File: src/rtl/pwm_pkg.sv
// Shared PWM definitions: ramp FSM state encoding and default duty/counter width.
package pwm_pkg;

  localparam int unsigned PWM_WIDTH_DEFAULT = 8;

  typedef enum logic [1:0] {
    IDLE      = 2'd0,
    RAMP_UP   = 2'd1,
    RAMP_DOWN = 2'd2
  } ramp_state_t;

endpackage

File: src/rtl/pwm_period_timer.sv
// Free-running PWM period counter plus step divider; runs in lock-step with the PWM generator.
module pwm_period_timer
  import pwm_pkg::*;
#(
  parameter int unsigned WIDTH            = PWM_WIDTH_DEFAULT,
  parameter int unsigned PERIODS_PER_STEP = 4
) (
  input  logic clk,
  input  logic rst,
  input  logic div_clr_i,
  output logic period_start_o,
  output logic period_end_c_o,
  output logic step_tick_c_o
);

  localparam int unsigned DIV_W = (PERIODS_PER_STEP > 1) ? $clog2(PERIODS_PER_STEP) : 1;
  localparam logic [WIDTH-1:0] PCNT_LAST = {WIDTH{1'b1}};
  localparam logic [DIV_W-1:0] DIV_LAST  = DIV_W'(PERIODS_PER_STEP - 1);

  logic [WIDTH-1:0] pcnt_q;
  logic [DIV_W-1:0] divcnt_q;
  logic [DIV_W-1:0] divcnt_d;
  logic             period_start_q;

  assign period_end_c_o = (pcnt_q == PCNT_LAST);
  // A divider clear (target accept) suppresses a coincident tick.
  assign step_tick_c_o  = period_end_c_o && (divcnt_q == DIV_LAST) && !div_clr_i;
  assign period_start_o = period_start_q;

  always_comb begin
    divcnt_d = divcnt_q;
    if (div_clr_i) begin
      divcnt_d = '0;
    end else if (period_end_c_o) begin
      divcnt_d = (divcnt_q == DIV_LAST) ? '0 : divcnt_q + DIV_W'(1);
    end
  end

  // period_start is registered from period_end so it is high while pcnt == 0.
  always_ff @(posedge clk or negedge rst) begin
    if (!rst) begin
      pcnt_q         <= '0;
      divcnt_q       <= '0;
      period_start_q <= 1'b1;
    end else begin
      pcnt_q         <= pcnt_q + WIDTH'(1);
      divcnt_q       <= divcnt_d;
      period_start_q <= period_end_c_o;
    end
  end

endmodule

File: src/rtl/pwm_duty_ramp.sv
// Duty-cycle slew stage for the PWM generator: accepts a target and steps toward it at period boundaries.
// Optional PWM_RAMP_BREATHE_EN adds the breathe_i port (bounce between target and 0).
module pwm_duty_ramp
  import pwm_pkg::*;
#(
  parameter int unsigned WIDTH            = PWM_WIDTH_DEFAULT,
  parameter int unsigned STEP             = 1,
  parameter int unsigned PERIODS_PER_STEP = 4
) (
  input  logic             clk,
  input  logic             rst,
  input  logic             tgt_valid_i,
  input  logic [WIDTH-1:0] tgt_duty_i,
  output logic             tgt_ready_o,
  output logic [WIDTH-1:0] duty_cycle_o,
  output logic             busy_o,
  output logic             done_o,
  output logic             period_start_o
`ifdef PWM_RAMP_BREATHE_EN
  ,
  input  logic             breathe_i
`endif
);

  ramp_state_t      state_q;
  logic [WIDTH-1:0] tgt_q;
  logic [WIDTH-1:0] dest_q;
  logic [WIDTH-1:0] duty_q;
  logic             busy_q;
  logic             done_q;
  logic             ready_q;

  logic             accept_c;
  logic             breathe_c;
  logic             period_end_c;
  logic             step_tick_c;
  logic [WIDTH:0]   sum_c;
  logic [WIDTH-1:0] diff_c;
  logic [WIDTH-1:0] up_d;
  logic [WIDTH-1:0] down_d;
  logic [WIDTH-1:0] step_d;

`ifdef PWM_RAMP_BREATHE_EN
  assign breathe_c = breathe_i;
`else
  assign breathe_c = 1'b0;
`endif

  assign accept_c       = tgt_valid_i && ready_q;
  assign tgt_ready_o    = ready_q;
  assign duty_cycle_o   = duty_q;
  assign busy_o         = busy_q;
  assign done_o         = done_q;

  pwm_period_timer #(
    .WIDTH            (WIDTH),
    .PERIODS_PER_STEP (PERIODS_PER_STEP)
  ) u_timer (
    .clk            (clk),
    .rst            (rst),
    .div_clr_i      (accept_c),
    .period_start_o (period_start_o),
    .period_end_c_o (period_end_c),
    .step_tick_c_o  (step_tick_c)
  );

  // Saturating step toward dest_q: one extra sum bit prevents wrap, diff compare prevents underflow.
  always_comb begin
    sum_c  = {1'b0, duty_q} + (WIDTH+1)'(STEP);
    up_d   = (sum_c >= {1'b0, dest_q}) ? dest_q : sum_c[WIDTH-1:0];
    diff_c = duty_q - dest_q;
    down_d = (diff_c <= WIDTH'(STEP)) ? dest_q : duty_q - WIDTH'(STEP);
    step_d = (state_q == RAMP_UP) ? up_d : down_d;
  end

  // dest_q is the current ramp endpoint: tgt_q normally, 0 on the down leg of a breathe cycle.
  always_ff @(posedge clk or negedge rst) begin
    if (!rst) begin
      state_q <= IDLE;
      tgt_q   <= '0;
      dest_q  <= '0;
      duty_q  <= '0;
      busy_q  <= 1'b0;
      done_q  <= 1'b0;
      ready_q <= 1'b1;
    end else begin
      done_q <= 1'b0;
      case (state_q)
        IDLE: begin
          if (accept_c) begin
            tgt_q  <= tgt_duty_i;
            dest_q <= tgt_duty_i;
            if (tgt_duty_i > duty_q) begin
              state_q <= RAMP_UP;
              busy_q  <= 1'b1;
              ready_q <= 1'b0;
            end else if (tgt_duty_i < duty_q) begin
              state_q <= RAMP_DOWN;
              busy_q  <= 1'b1;
              ready_q <= 1'b0;
            end else begin
              done_q <= 1'b1;
            end
          end
        end
        RAMP_UP, RAMP_DOWN: begin
          if (period_end_c && step_tick_c) begin
            duty_q <= step_d;
            if (step_d == dest_q) begin
              if (breathe_c && (tgt_q != '0) && (step_d == tgt_q)) begin
                state_q <= RAMP_DOWN;
                dest_q  <= '0;
              end else if (breathe_c && (tgt_q != '0) && (step_d == '0)) begin
                state_q <= RAMP_UP;
                dest_q  <= tgt_q;
              end else begin
                state_q <= IDLE;
                busy_q  <= 1'b0;
                done_q  <= 1'b1;
                ready_q <= 1'b1;
              end
            end
          end
        end
        default: begin
          state_q <= IDLE;
          busy_q  <= 1'b0;
          ready_q <= 1'b1;
        end
      endcase
    end
  end

endmodule

File: config.mk
export PLATFORM = sky130hd
export DESIGN_NAME = pwm_duty_ramp
export DESIGN_NICKNAME = d
export VERILOG_FILES = /design/src/rtl/pwm_pkg.sv /design/src/rtl/pwm_period_timer.sv /design/src/rtl/pwm_duty_ramp.sv
export SDC_FILE = /design/constraint.sdc
export NUM_CORES = 1
export LEC_CHECK = 0
export ABC_CLOCK_PERIOD_IN_PS = 5500
export CAP_MARGIN = 30
export CORE_AREA = 2 2 72 74
export DETAILED_ROUTE_END_ITERATION = 8
export DIE_AREA = 0 0 74 76
export PLACE_DENSITY = 0.82
export SYNTH_ARGS = -nofsm -noshare
export SYNTH_HDL_FRONTEND = slang
export SYNTH_SLANG_ARGS = --single-unit
File: constraint.sdc
create_clock -name clk -period 5.5 [get_ports clk]
set_input_delay 0.55 -clock clk [delete_from_list [all_inputs] [get_ports clk]]
set_output_delay 0.55 -clock clk [all_outputs]
set_load 0.01 [all_outputs]
==> impl_metrics.toml <==
[run_status]
status = "finished, final reports clean"

[logic_synthesis]
ys.flop_type = "dfrtp_1"
synth_warnings = 0
ys_types = 67
synth_area_um2 = 2790
synthArstFlopShare_pct = 100
ys_ff_latch = 32
syn_nets = 352
synth-edff-count = 0
syn_area_per_cell_um2 = 8.99
seq_area_frac_synth_pct = 28.8
synthCells = 310

[floorplanning]
ios = 23
num_rows = 26
coreArea_um2 = 4910
die_h_um = 76
initial_core_util_pct = 56.7
dieArea_um2 = 5620
fp.dieW_um = 74

[sta]
fmax_ghz = 0.223
fin_ws_ns = 1.01
slew_violations = 0
skew_ns = 0.00513
slew_headroom_pct = 49.1
fin_crit_sh_pct = 81.5
worst_pin_slew_ns = 0.760
rsz0062_at_grt = "false"
hold_viol_final = 0
setup-violations-final = 0
holdWs_ns = 0.475
setup_tns_ns = 0
period_needed_ns = 4.49

[critical_path]
critPathArrivalTime_ns = 4.71
crit_fanout = 12
critical_path_buf_inv_count = 0
startpoint_type = "flop"
setup.worst_path.class = "flop to flop"
path_cells = "ha_1 -> nand3_1 -> nor3_1 -> xnor2_1 -> ha_1 -> a21o_1 -> a21oi_1 -> nand2_1 -> o41a_2 -> or4_1 -> a221o_1 -> a2111o_1 -> or3_1 -> a21oi_1"
max_stage_delay_ns = 0.56
critPathRequiredTime_ns = 5.73
end_kind = "flop"
cp_slowest_cell = "dfrtp_1"
critPathTopFamily = "compound AO/OA/AOI/OAI gates"

[clock_network]
cts_htree_levels = 2
cts_resized = 0
clkTransAtPathRegs_ns = 0.07
cts_setup_buffers = 0
clk_latency_ns = 0.30
cts_buffers = 5
cts.sinks = 32
cts-root-buf = "clkbuf_8"
clock_path_buffers = 2
cts_tree = "built"
hold_buffers = 0

[finish]
fillerInstances = 426
mostFrequentLayoutCells = "30 x ha_1, 30 x dfrtp_1, 25 x nor2_1"
area_growth_pct = 13.6
drive_above_1_share_pct = 9.85
finalNonFillerCells = 405
fin_nets = 376
regArea_um2 = 803
multi_input_comb_area_um2 = 1830
fin_area_um2 = 3170
n_antenna_cell = 0

[pwr]
switchingPower_uw = 474
power_density_nw_per_um2 = 359
cellInternalPower_uw = 663
p_clk_share_pct = 20.5
vdd_ir_drop_max_mv = 0.320
seq_power_share_pct = 31.2
p_leak_nw = 1.41
comb_power_share_pct = 48.3
swShare_pct = 41.7

[place]
pre_cts_slack_ns = 1.05
dp_hpwl_um = 5260
place_inst = 397
gp_congestion = 1.03
placed_area_um2 = 3060
port_buffers = 22

[flow_run]
maxCapViolations = 0

[global_route]
grt_use_total_pct = 26.4
grt_pass1_vias = 2471
grt_max_degree = 33
grt_pass1_wl_um = 11700
grt-ovfl-total = 0
antenna_found_initial = 0

[routing]
first_pass_iters = 5
drc = 0
routed_wl_um = 6880
num_vias = 2531
drt_iter0_markers = 289
ant_nets = 0
post_drt_wl_per_cell_um = 17.0
viasPerCell = 6.25

[hold_path]
hp-class = "flop to flop"
[layer usage]
| layer | routed length, um | global-route usage (%) | part of all wire (%) | vias up |
|---|---|---|---|---|
| met3 | 474 | 5.42 | 6.9 | 27 |
| met1 | 2890 | 35.9 | 42 | 1200 |
| li1 | - | - | - | 1196 |
| met4 | 206 | 10.0 | 3.0 | 0 |
| met5 | 0 | 0 | 0 | - |
| met2 | 3300 | 40.9 | 48 | 108 |
[stage by stage]
stage	utilization [%]	total power, mW
final	64.5	1.14
after detailed placement	62.2	0.895
after global routing	64.5	1.22
after floorplan	-	0.752
after CTS	64.5	1.13
after global placement	62.2	0.875
[synthesized netlist by cell type (all sizes together) (2+ instances only)]
master | count | area [um^2]
dfrtp | 30 | 751
ha | 30 | 375
inv | 25 | 93.8
nor2 | 25 | 93.8
nand2 | 20 | 75.1
a21oi | 17 | 85.1
xnor2 | 15 | 131
nand3 | 13 | 65.1
o21ai | 13 | 65.1
xor2 | 9 | 78.8
mux2 | 8 | 90.1
nor3 | 8 | 45.0
nand4 | 6 | 37.5
a21o | 5 | 38.8
buf | 5 | 46.3
o31ai | 5 | 37.5
a22oi | 4 | 30.0
a311oi | 4 | 35.0
and3 | 4 | 26.3
o211ai | 4 | 30.0
o21a | 4 | 30.0
mux2i | 3 | 30.0
nor2b | 3 | 18.8
or2 | 3 | 18.8
or3 | 3 | 18.8
or4 | 3 | 26.3
a221oi | 2 | 17.5
a31oi | 2 | 12.5
clkbuf | 2 | 8.75
dfstp | 2 | 52.6
nand3b | 2 | 15.0
nor4 | 2 | 27.5
o2111ai | 2 | 17.5
o311ai | 2 | 17.5
o32a | 2 | 21.3
or2b | 2 | 15.0
[kinds of logic (layout without fill, tap and decap cells)]
family	after synthesis	after routing	synth area share (%)
AND/OR/NAND/NOR	97	97	18.1
AO/OA/AOI/OAI	81	81	20.8
buffers and inverters	33	58	5.48
flip-flops	32	32	28.8
adder cells (fa/ha/maj)	31	31	14.2
XOR/XNOR	25	25	8.35
multiplexers	11	11	4.31
[flip-flops by register name (all words and copies together) (netlist names)]
signal                  flops
busy_o                      1
dest_q                      8
done_o                      1
duty_cycle_o                8
state_q                     2
tgt_ready_o                 1
u_timer.divcnt_q            2
u_timer.pcnt_q              8
u_timer.period_start_o      1
[final timing paths]
check / from / end / slack [ns] / cells past startpoint
max in group asynchronous: rst / tgt_ready_o / 4.52 / 2
min reg2reg: u_timer.pcnt_q[0] / u_timer.pcnt_q[0] / 0.47 / 1
max: duty_cycle_o[0] / done_o / 1.01 / 14
min: u_timer.pcnt_q[0] / u_timer.pcnt_q[0] / 0.47 / 1
max reg2reg: duty_cycle_o[0] / done_o / 1.01 / 14
min in group asynchronous: rst / u_timer.pcnt_q[4] / 0.65 / 2
[power by group through the flow]
stage	Combinational [mW]	Sequential (mW)	Clock [mW]
after floorplan	0.421	0.331	0
after global placement	0.523	0.352	0
after detailed placement	0.541	0.354	0
after CTS	0.544	0.350	0.235
after global routing	0.613	0.360	0.244
final	0.549	0.355	0.233
[layout make-up]
class / count / area share, %
multi-input cells: 245 / 57.8
flip-flops and latches: 32 / 25.4
clock inverters: 3 / 1.34
well taps: 70 / 2.77
repair buffers: 24 / 7.43
inverters: 26 / 3.08
clock buffers: 5 / 2.17
Power figures use the tool's default switching activity.
